### src/rtl/ex_mem_stage_reg_pkg.sv
// Shared constants and the stage-select encoding for the EX/MEM pipeline register.
// Macro EX_MEM_LSU_EN (optional) adds the load/store sideband fields.
package ex_mem_stage_reg_pkg;

  localparam logic       RST_ACTIVE   = 1'b0;
  localparam logic [4:0] NOP_REG_ADDR = 5'd0;
  localparam logic [31:0] ZERO_WORD   = 32'h0000_0000;
  localparam logic [7:0] NOP_ALUOP    = 8'h00;
  localparam logic       WRITE_EN     = 1'b1;
  localparam logic       WRITE_DIS    = 1'b0;

  // One-hot update select shared by every field register of the stage.
  typedef enum logic [3:0] {
    SEL_RESET  = 4'b0001,
    SEL_BUBBLE = 4'b0010,
    SEL_HOLD   = 4'b0100,
    SEL_LOAD   = 4'b1000
  } stage_sel_e;

endpackage

### src/rtl/ex_mem_stage_reg_if.sv
// EX-to-MEM bus: EX results in, registered MEM view and multi-cycle feedback out.
// Macro EX_MEM_LSU_EN adds the aluop/address/store-data sideband.
interface ex_mem_stage_reg_if #(
  parameter int DATA_W     = 32,
  parameter int REG_ADDR_W = 5,
  parameter int CNT_W      = 2,
  parameter int ALUOP_W    = 8
);
  logic [REG_ADDR_W-1:0] ex_wd;
  logic                  ex_wreg;
  logic [DATA_W-1:0]     ex_wdata;
  logic                  ex_whilo;
  logic [DATA_W-1:0]     ex_hi;
  logic [DATA_W-1:0]     ex_lo;
  logic [2*DATA_W-1:0]   hilo_temp_i;
  logic [CNT_W-1:0]      cnt_i;
  logic [REG_ADDR_W-1:0] mem_wd;
  logic                  mem_wreg;
  logic [DATA_W-1:0]     mem_wdata;
  logic                  mem_whilo;
  logic [DATA_W-1:0]     mem_hi;
  logic [DATA_W-1:0]     mem_lo;
  logic [2*DATA_W-1:0]   hilo_temp_o;
  logic [CNT_W-1:0]      cnt_o;
  logic                  mem_valid;
`ifdef EX_MEM_LSU_EN
  logic [ALUOP_W-1:0]    ex_aluop;
  logic [DATA_W-1:0]     ex_mem_addr;
  logic [DATA_W-1:0]     ex_reg2;
  logic [ALUOP_W-1:0]    mem_aluop;
  logic [DATA_W-1:0]     mem_mem_addr;
  logic [DATA_W-1:0]     mem_reg2;
`endif

  modport master (
`ifdef EX_MEM_LSU_EN
    output ex_aluop, ex_mem_addr, ex_reg2,
    input  mem_aluop, mem_mem_addr, mem_reg2,
`endif
    output ex_wd, ex_wreg, ex_wdata, ex_whilo, ex_hi, ex_lo, hilo_temp_i, cnt_i,
    input  mem_wd, mem_wreg, mem_wdata, mem_whilo, mem_hi, mem_lo,
    input  hilo_temp_o, cnt_o, mem_valid
  );

  modport slave (
`ifdef EX_MEM_LSU_EN
    input  ex_aluop, ex_mem_addr, ex_reg2,
    output mem_aluop, mem_mem_addr, mem_reg2,
`endif
    input  ex_wd, ex_wreg, ex_wdata, ex_whilo, ex_hi, ex_lo, hilo_temp_i, cnt_i,
    output mem_wd, mem_wreg, mem_wdata, mem_whilo, mem_hi, mem_lo,
    output hilo_temp_o, cnt_o, mem_valid
  );
endinterface

### src/rtl/ex_mem_stage_reg_stage_ctl.sv
// Decodes reset/flush/stall into the one-hot update select for the EX/MEM register.
module ex_mem_stage_reg_stage_ctl
  import ex_mem_stage_reg_pkg::*;
(
  input  logic       clk,
  input  logic       rst,
  input  logic       flush,
  input  logic       stall_ex,
  input  logic       stall_mem,
  output stage_sel_e o_sel
);

  always_comb begin
    // NOTE: assign a default first so every path drives o_sel and no latch is inferred.
    o_sel = SEL_LOAD;
    if (rst == RST_ACTIVE || flush) begin
      o_sel = SEL_RESET;
    end else if (stall_ex && !stall_mem) begin
      o_sel = SEL_BUBBLE;
    end else if (stall_ex && stall_mem) begin
      o_sel = SEL_HOLD;
    end
  end

  // A MEM stall without an EX stall never comes from the stall controllers; it loads.
  a_no_mem_only_stall: assert property (
    @(posedge clk) disable iff (rst == RST_ACTIVE) !(!stall_ex && stall_mem)
  );

endmodule

### src/rtl/ex_mem_stage_reg.sv
// EX/MEM pipeline register with stall, bubble, flush and madd/msub feedback.
// Macro EX_MEM_LSU_EN adds the aluop/address/store-data sideband fields.
module ex_mem_stage_reg
  import ex_mem_stage_reg_pkg::*;
#(
  parameter int DATA_W     = 32,
  parameter int REG_ADDR_W = 5,
  parameter int CNT_W      = 2,
  parameter int ALUOP_W    = 8
) (
  input  logic               clk,
  input  logic               rst,
  input  logic               stall_ex,
  input  logic               stall_mem,
  input  logic               flush,
  ex_mem_stage_reg_if.slave  bus
);

  typedef struct packed {
    logic [REG_ADDR_W-1:0] wd;
    logic                  wreg;
    logic [DATA_W-1:0]     wdata;
    logic                  whilo;
    logic [DATA_W-1:0]     hi;
    logic [DATA_W-1:0]     lo;
`ifdef EX_MEM_LSU_EN
    logic [ALUOP_W-1:0]    aluop;
    logic [DATA_W-1:0]     mem_addr;
    logic [DATA_W-1:0]     reg2;
`endif
  } stage_t;

  stage_sel_e          w_sel;
  stage_t              w_ex;
  stage_t              w_nop;
  stage_t              r_stage;
  logic                r_valid;
  logic [2*DATA_W-1:0] r_hilo_temp;
  logic [CNT_W-1:0]    r_cnt;

  ex_mem_stage_reg_stage_ctl u_stage_ctl (
    .clk       (clk),
    .rst       (rst),
    .flush     (flush),
    .stall_ex  (stall_ex),
    .stall_mem (stall_mem),
    .o_sel     (w_sel)
  );

  always_comb begin
    w_ex.wd    = bus.ex_wd;
    w_ex.wreg  = bus.ex_wreg;
    w_ex.wdata = bus.ex_wdata;
    w_ex.whilo = bus.ex_whilo;
    w_ex.hi    = bus.ex_hi;
    w_ex.lo    = bus.ex_lo;
`ifdef EX_MEM_LSU_EN
    w_ex.aluop    = bus.ex_aluop;
    w_ex.mem_addr = bus.ex_mem_addr;
    w_ex.reg2     = bus.ex_reg2;
`endif
  end

  // A bubble is a NOP: no write enables, register 0, zero data.
  always_comb begin
    w_nop.wd    = REG_ADDR_W'(NOP_REG_ADDR);
    w_nop.wreg  = WRITE_DIS;
    w_nop.wdata = DATA_W'(ZERO_WORD);
    w_nop.whilo = WRITE_DIS;
    w_nop.hi    = DATA_W'(ZERO_WORD);
    w_nop.lo    = DATA_W'(ZERO_WORD);
`ifdef EX_MEM_LSU_EN
    w_nop.aluop    = ALUOP_W'(NOP_ALUOP);
    w_nop.mem_addr = DATA_W'(ZERO_WORD);
    w_nop.reg2     = DATA_W'(ZERO_WORD);
`endif
  end

  // NOTE: state uses non-blocking assignments so every register samples pre-edge values.
  always_ff @(posedge clk) begin
    unique case (w_sel)
      SEL_BUBBLE: begin
        r_stage     <= w_nop;
        r_valid     <= 1'b0;
        r_hilo_temp <= bus.hilo_temp_i;
        r_cnt       <= bus.cnt_i;
      end
      SEL_HOLD: begin
        r_stage     <= r_stage;
        r_valid     <= r_valid;
        r_hilo_temp <= r_hilo_temp;
        r_cnt       <= r_cnt;
      end
      SEL_LOAD: begin
        r_stage     <= w_ex;
        r_valid     <= WRITE_EN;
        r_hilo_temp <= '0;
        r_cnt       <= '0;
      end
      default: begin
        // Reset and flush both squash the entry and any partial madd/msub result.
        r_stage     <= w_nop;
        r_valid     <= 1'b0;
        r_hilo_temp <= '0;
        r_cnt       <= '0;
      end
    endcase
  end

  assign bus.mem_wd      = r_stage.wd;
  assign bus.mem_wreg    = r_stage.wreg;
  assign bus.mem_wdata   = r_stage.wdata;
  assign bus.mem_whilo   = r_stage.whilo;
  assign bus.mem_hi      = r_stage.hi;
  assign bus.mem_lo      = r_stage.lo;
  assign bus.hilo_temp_o = r_hilo_temp;
  assign bus.cnt_o       = r_cnt;
  assign bus.mem_valid   = r_valid;
`ifdef EX_MEM_LSU_EN
  assign bus.mem_aluop    = r_stage.aluop;
  assign bus.mem_mem_addr = r_stage.mem_addr;
  assign bus.mem_reg2     = r_stage.reg2;
`endif

endmodule
### src/flat_wrapper.sv
// flat-port wrapper written by rule: the top's interface ports become plain ports
module ex_mem_stage_reg_flat import ex_mem_stage_reg_pkg::*;
#(
  parameter int DATA_W     = 32,
  parameter int REG_ADDR_W = 5,
  parameter int CNT_W      = 2,
  parameter int ALUOP_W    = 8
)
  (clk, rst, stall_ex, stall_mem, flush, bus_ex_wd, bus_ex_wreg, bus_ex_wdata, bus_ex_whilo, bus_ex_hi, bus_ex_lo, bus_hilo_temp_i, bus_cnt_i, bus_mem_wd, bus_mem_wreg, bus_mem_wdata, bus_mem_whilo, bus_mem_hi, bus_mem_lo, bus_hilo_temp_o, bus_cnt_o, bus_mem_valid);
  ex_mem_stage_reg_if #(.DATA_W(DATA_W), .REG_ADDR_W(REG_ADDR_W), .CNT_W(CNT_W), .ALUOP_W(ALUOP_W)) bus_i ();
  input  logic clk;
  input  logic rst;
  input  logic stall_ex;
  input  logic stall_mem;
  input  logic flush;
  input wire logic [$bits(bus_i.ex_wd)-1:0] bus_ex_wd;
  input wire logic [$bits(bus_i.ex_wreg)-1:0] bus_ex_wreg;
  input wire logic [$bits(bus_i.ex_wdata)-1:0] bus_ex_wdata;
  input wire logic [$bits(bus_i.ex_whilo)-1:0] bus_ex_whilo;
  input wire logic [$bits(bus_i.ex_hi)-1:0] bus_ex_hi;
  input wire logic [$bits(bus_i.ex_lo)-1:0] bus_ex_lo;
  input wire logic [$bits(bus_i.hilo_temp_i)-1:0] bus_hilo_temp_i;
  input wire logic [$bits(bus_i.cnt_i)-1:0] bus_cnt_i;
  output wire logic [$bits(bus_i.mem_wd)-1:0] bus_mem_wd;
  output wire logic [$bits(bus_i.mem_wreg)-1:0] bus_mem_wreg;
  output wire logic [$bits(bus_i.mem_wdata)-1:0] bus_mem_wdata;
  output wire logic [$bits(bus_i.mem_whilo)-1:0] bus_mem_whilo;
  output wire logic [$bits(bus_i.mem_hi)-1:0] bus_mem_hi;
  output wire logic [$bits(bus_i.mem_lo)-1:0] bus_mem_lo;
  output wire logic [$bits(bus_i.hilo_temp_o)-1:0] bus_hilo_temp_o;
  output wire logic [$bits(bus_i.cnt_o)-1:0] bus_cnt_o;
  output wire logic [$bits(bus_i.mem_valid)-1:0] bus_mem_valid;
  assign bus_i.ex_wd = bus_ex_wd;
  assign bus_i.ex_wreg = bus_ex_wreg;
  assign bus_i.ex_wdata = bus_ex_wdata;
  assign bus_i.ex_whilo = bus_ex_whilo;
  assign bus_i.ex_hi = bus_ex_hi;
  assign bus_i.ex_lo = bus_ex_lo;
  assign bus_i.hilo_temp_i = bus_hilo_temp_i;
  assign bus_i.cnt_i = bus_cnt_i;
  assign bus_mem_wd = bus_i.mem_wd;
  assign bus_mem_wreg = bus_i.mem_wreg;
  assign bus_mem_wdata = bus_i.mem_wdata;
  assign bus_mem_whilo = bus_i.mem_whilo;
  assign bus_mem_hi = bus_i.mem_hi;
  assign bus_mem_lo = bus_i.mem_lo;
  assign bus_hilo_temp_o = bus_i.hilo_temp_o;
  assign bus_cnt_o = bus_i.cnt_o;
  assign bus_mem_valid = bus_i.mem_valid;
  ex_mem_stage_reg #(.DATA_W(DATA_W), .REG_ADDR_W(REG_ADDR_W), .CNT_W(CNT_W), .ALUOP_W(ALUOP_W)) u_core (.clk(clk), .rst(rst), .stall_ex(stall_ex), .stall_mem(stall_mem), .flush(flush), .bus(bus_i));
endmodule
### config.mk
export PLATFORM = sky130hd
export DESIGN_NAME = ex_mem_stage_reg_flat
export DESIGN_NICKNAME = d
export VERILOG_FILES = /design/src/rtl/ex_mem_stage_reg_pkg.sv /design/src/rtl/ex_mem_stage_reg_if.sv /design/src/rtl/ex_mem_stage_reg_stage_ctl.sv /design/src/rtl/ex_mem_stage_reg.sv /design/src/flat_wrapper.sv
export SDC_FILE = /design/constraint.sdc
export NUM_CORES = 1
export LEC_CHECK = 0
export BUFFER_PORTS_ARGS = -buffer_cell sky130_fd_sc_hd__clkbuf_2
export CORE_AREA = 2 2 133 135
export DETAILED_ROUTE_END_ITERATION = 8
export DIE_AREA = 0 0 135 137
export PLACE_DENSITY_LB_ADDON = 0.1
export SYNTH_ARGS = -nofsm -noshare
export SYNTH_HDL_FRONTEND = slang
export SYNTH_SLANG_ARGS = --single-unit
### constraint.sdc
create_clock -name clk -period 8.6 [get_ports clk]
set_input_delay 1.72 -clock clk [delete_from_list [all_inputs] [get_ports clk]]
set_output_delay 1.72 -clock clk [all_outputs]
set_load 0.05 [all_outputs]
# Word-level counts from Yosys, hierarchy flattened

Index checks and enable logic that the tools add are counted.

Reduce and logical (&&, ||, !) cells: 4
Bitwise gates (word level): 1
Equal/unequal tests: 3
Mux-type cells: 7

Operator list:

| cell                 | number |
|---|---|
| $pmux W103 S2        | 1 |
| $pmux W64 S2         | 1 |
| $mux W4              | 3 |
| $eq A4 B2 Y1 const B | 1 |
| $eq A4 B3 Y1 const B | 1 |
| $eq A4 B4 Y1 const B | 1 |
| $pmux W2 S2          | 1 |
| $logic_and A1 B1 Y1  | 2 |
| $pmux W1 S2          | 1 |
| $logic_not A1 Y1     | 1 |
| $logic_or A1 B1 Y1   | 1 |
| $not A1 Y1           | 1 |

Output and inout bits: 170
Register bits after elaboration: 170
Word-level logic and storage cells: 24

# Longest topological paths before layout

Depth after elaboration: 6
Gate-level depth with buffers: 4
Depth with buffers taken out: 2

# Modules after synthesis

Synthesis repeated with hierarchy kept, for this count alone.

Cells, all modules: 364
Area total of the unflattened synthesis: 6403.6 um^2

By module, submodules not included:

| module                     | cells an instance | seq. area each (um^2) | area each (um^2) | times used |
|---|---|---|---|---|
| ex_mem_stage_reg           | 360               | 5104.9                | 6366.1           | 1 |
| ex_mem_stage_reg_stage_ctl | 4                 | 0.0                   | 37.5             | 1 |

# Least setup slack after synthesis

Ideal clock, no wire load.

Path type: input to register
From: input flush
To: register u_core.r_cnt[0], in the netlist u_core.bus.cnt_o[0] (enable)
Buffers on the path: 0
Setup time: 2167 ps
Stages on the path: 1
Data arrival time: 6420 ps
Path slack: 13 ps
Data required time: 6433 ps
Path through: nand4b_1

Word-level cells in the longest chain between the ends: 3

Ends and longest elaborated chain:

| what                 | line                             | text |
|---|---|---|
| from (decl)          | flat_wrapper.sv:15               | `input logic flush;` |
| $logic_or A1 B1 Y1   | ex_mem_stage_reg_stage_ctl.sv:16 | `if (rst == RST_ACTIVE \|\| flush) begin` |
| $mux W4              | ex_mem_stage_reg_stage_ctl.sv:16 |  |
| $eq A4 B3 Y1         | ex_mem_stage_reg.sv:81           | `unique case (w_sel)` |
| to (signal assigned) | ex_mem_stage_reg.sv:86           | `r_cnt <= bus.cnt_i;` |
| to (signal assigned) | ex_mem_stage_reg.sv:92           | `r_cnt <= r_cnt;` |
| to (decl)            | ex_mem_stage_reg.sv:39           | `logic [CNT_W-1:0] r_cnt;` |

Every way passes these cells.
A chain may end at the register's enable or synchronous reset.

# Final worst setup path

From: input flush
To: register u_core.r_stage (netlist bit u_core.bus.mem_lo[14]) (enable)

Word-level cells in the longest chain between the ends: 3

Ends and longest elaborated chain:

| what                 | line                             | text |
|---|---|---|
| $logic_or A1 B1 Y1   | ex_mem_stage_reg_stage_ctl.sv:16 |  |
| $mux W4              | ex_mem_stage_reg_stage_ctl.sv:16 |  |
| $eq A4 B3 Y1         | ex_mem_stage_reg.sv:81           |  |
| to (signal assigned) | ex_mem_stage_reg.sv:83           | `r_stage <= w_nop;` |
| to (signal assigned) | ex_mem_stage_reg.sv:89           | `r_stage <= r_stage;` |
| to (signal assigned) | ex_mem_stage_reg.sv:95           | `r_stage <= w_ex;` |
| to (decl)            | ex_mem_stage_reg.sv:36           | `stage_t r_stage;` |

Every way passes these cells.

==> metrics.txt <==
Hold Path Stages=2; Total Wirelength=15.1 mm; clock power share=approximately two fifths; CP max FO=75; M2 GR Usage=27.6%; post-layout util=51.6%; Layout Nets=882; post-CTS sizing=0; peak supply drop=about 0.00012 V; fraction of layout cells with a size suffix above 1=52.6%; synth unique cells=10; CTS tree=done; gr ovfl total=0; GRT Resource Usage Total=between 10% and 20%; Worst-Margin Slew=1.02 ns; Pint=about 1400 uW; register area share after synthesis=approximately four fifths; min-delay worst type=input port to register; WS Path Type=input port to register; Synthesis Warnings=0; H-tree depth=4; hold path start=bus_ex_hi[12]; Req. time, crit path=8.64 ns; Worst Hold End=u_core.bus.mem_hi[12]; Hold Fails Final Rpt=0; cell row count=48; CTS Buf Count=17; fin crit period=between 3 and 4 ns; Post CTS Setup Buffer Count=0; Rel. slew slack=roughly 32%; P_sw=~510 uW; largest net degree at the start of global routing=~110; Pleak=around 0.0043 uW; via count=4065; drt pass-1 iters=4; crit-path max cell delay=between 0.8 and 0.9 ns; Seq pwr share=about half; Mapped Nets=534; switching part of the total=26.4%; Initial Util=approximately 37%; most frequent cells in the layout=clkbuf_2 (343), edfxtp_1 (170), and2_1 (169), clkbuf_16 (17); ANT nets after route=0; Max Transition Viols Final=0; Max Root-Sink Buffers=2; Startpoint Class=input port; Buffers on Ports=343; PD cells=around 220 nW/um^2; RSZ-0062 raised after global routing=no; die area=18500 sq um; most used cell, CP=buf_4; FF+latch count, synth=170; vias per cell=roughly 4.3; fmax=275 MHz; DP HPWL=~11 mm; met3 Track Usage GR=7.07%; commonest non-fill, non-tap cell in the layout=clkbuf_2; clock sink count=170; met1 Use GR=roughly 17%; crit share post-route=a little over two fifths; initial antenna violation count=1; Syn Area/Cell=17.6 sq um; Fillers=between 1500 and 2000; Cell Chain, Critical Path=clkbuf_2 > nand4b_1 > buf_4 > buf_4; Logic pwr share=roughly an eighth; gr busiest metal=met2; Cell Area, Synth=about 6300 sq um; initial DRC count=224; CP max stage cell=buf_4; IO Count=about 340; Area Overhead vs Synth=39.3%; Syn Inst Count=360; Diodes inserted=0; gp weighted congestion=about 0.75; CTS Root Cell=clkbuf_16; TNS Setup=0 ns; total core area=around 17000 sq um; crit path DAT=approximately 3.7 ns; Die H=~140 microns; nature of the critical path endpoint=register; first-pass GRT wire length=between 20 and 25 mm; Remaining DRCs=0; max-cap violations=0; endpoints failing setup=0; WL/cell=~16 microns; CTS clk-pin slew, worst paths=roughly 0.070 ns; vias in the first global route=roughly 4000; status=finished clean; hold_buf cts=0; die span in x=roughly 140 microns
-- synth_stat cells --
cell	count	share of area (%)
edfxtp_1	170	81
and2_1	169	17
clkbuf_2	6	0.48
buf_6	5	0.89
clkbuf_1	5	0.30
and4bb_1	1	0.20
buf_2	1	0.079
buf_4	1	0.12
nand4b_1	1	0.14
nor3b_4	1	0.30
-- per-stage QoR --
| step | instance area [sq um] | total power [uW] | hold WS (ns) | std cells | worst slack, ns |
|---|---|---|---|---|---|
| 6_report | 8800 | 1950 | 1.56 | 946 | 4.96 |
| 5_1_grt | 8800 | 2010 | 1.55 | 946 | 4.80 |
| 4_1_cts | 8800 | 1960 | 1.54 | 946 | 4.96 |
| 3_5_place_dp | 8230 | 1220 | 2.00 | 914 | 4.50 |
| 3_3_place_gp | 8230 | 1220 | 2.00 | 914 | 4.56 |
| 2_1_floorplan | 6320 | 1140 | 1.92 | 360 | 0.0131 |
-- cells by family (layout without fill, tap and decap cells) --
kind of cell	after synthesis	count (layout)	share of synthesized area, %
and+or+nand+nor	172	172	17.4
buffers and inverters	18	379	1.86
DFF	170	170	80.8
-- state kept, by name, indices dropped and copies added (netlist names), 2 cells and up --
name and flops:
u_core.bus.cnt_o 2, u_core.bus.hilo_temp_o 64, u_core.bus.mem_hi 32, u_core.bus.mem_lo 32, u_core.bus.mem_wd 5, u_core.bus.mem_wdata 32
-- power groups by stage --
stage	Sequential (uW)	Clock (uW)	Combinational, uW
6_report	957	753	240
5_1_grt	960	800	252
4_1_cts	957	764	243
3_5_place_dp	975	0	242
3_3_place_gp	974	0	241
2_1_floorplan	1120	0	23.9
-- metal layers --
metal,routed length (microns),vias up
li1,-,1953
met5,13,-
met1,5370,1887
met2,7870,198
met4,338,2
met3,1540,25
-- critical path: cells and delay by family --
kind                   cells  cell delay, ns
buffers and inverters      3            1.72
AND/OR/NAND/NOR            1            0.16
-- how the worst max path moves through the flow --
stage	startpoint	to	slack (ns)	depth (start not counted)
floorplan	flush	u_core.bus.cnt_o[0]	0.01	1
global placement	flush	u_core.bus.mem_lo[28]	4.56	4
detailed placement	flush	u_core.bus.mem_wdata[12]	4.50	4
CTS	flush	u_core.bus.mem_hi[6]	4.96	4
global route	flush	u_core.bus.mem_lo[14]	4.80	4
finish	flush	u_core.bus.mem_lo[14]	4.96	4
-- area by class of cell --
type | instances | area (sq um) | area share (%)
flip-flops and latches | 170 | 5100 | 58.0
repair buffers | 347 | 1750 | 19.8
multi-input cells | 172 | 1100 | 12.5
clock buffers | 17 | 425 | 4.83
well taps | 225 | 282 | 3.20
clock inverters | 15 | 148 | 1.68
Power figures use the tool's default switching activity.
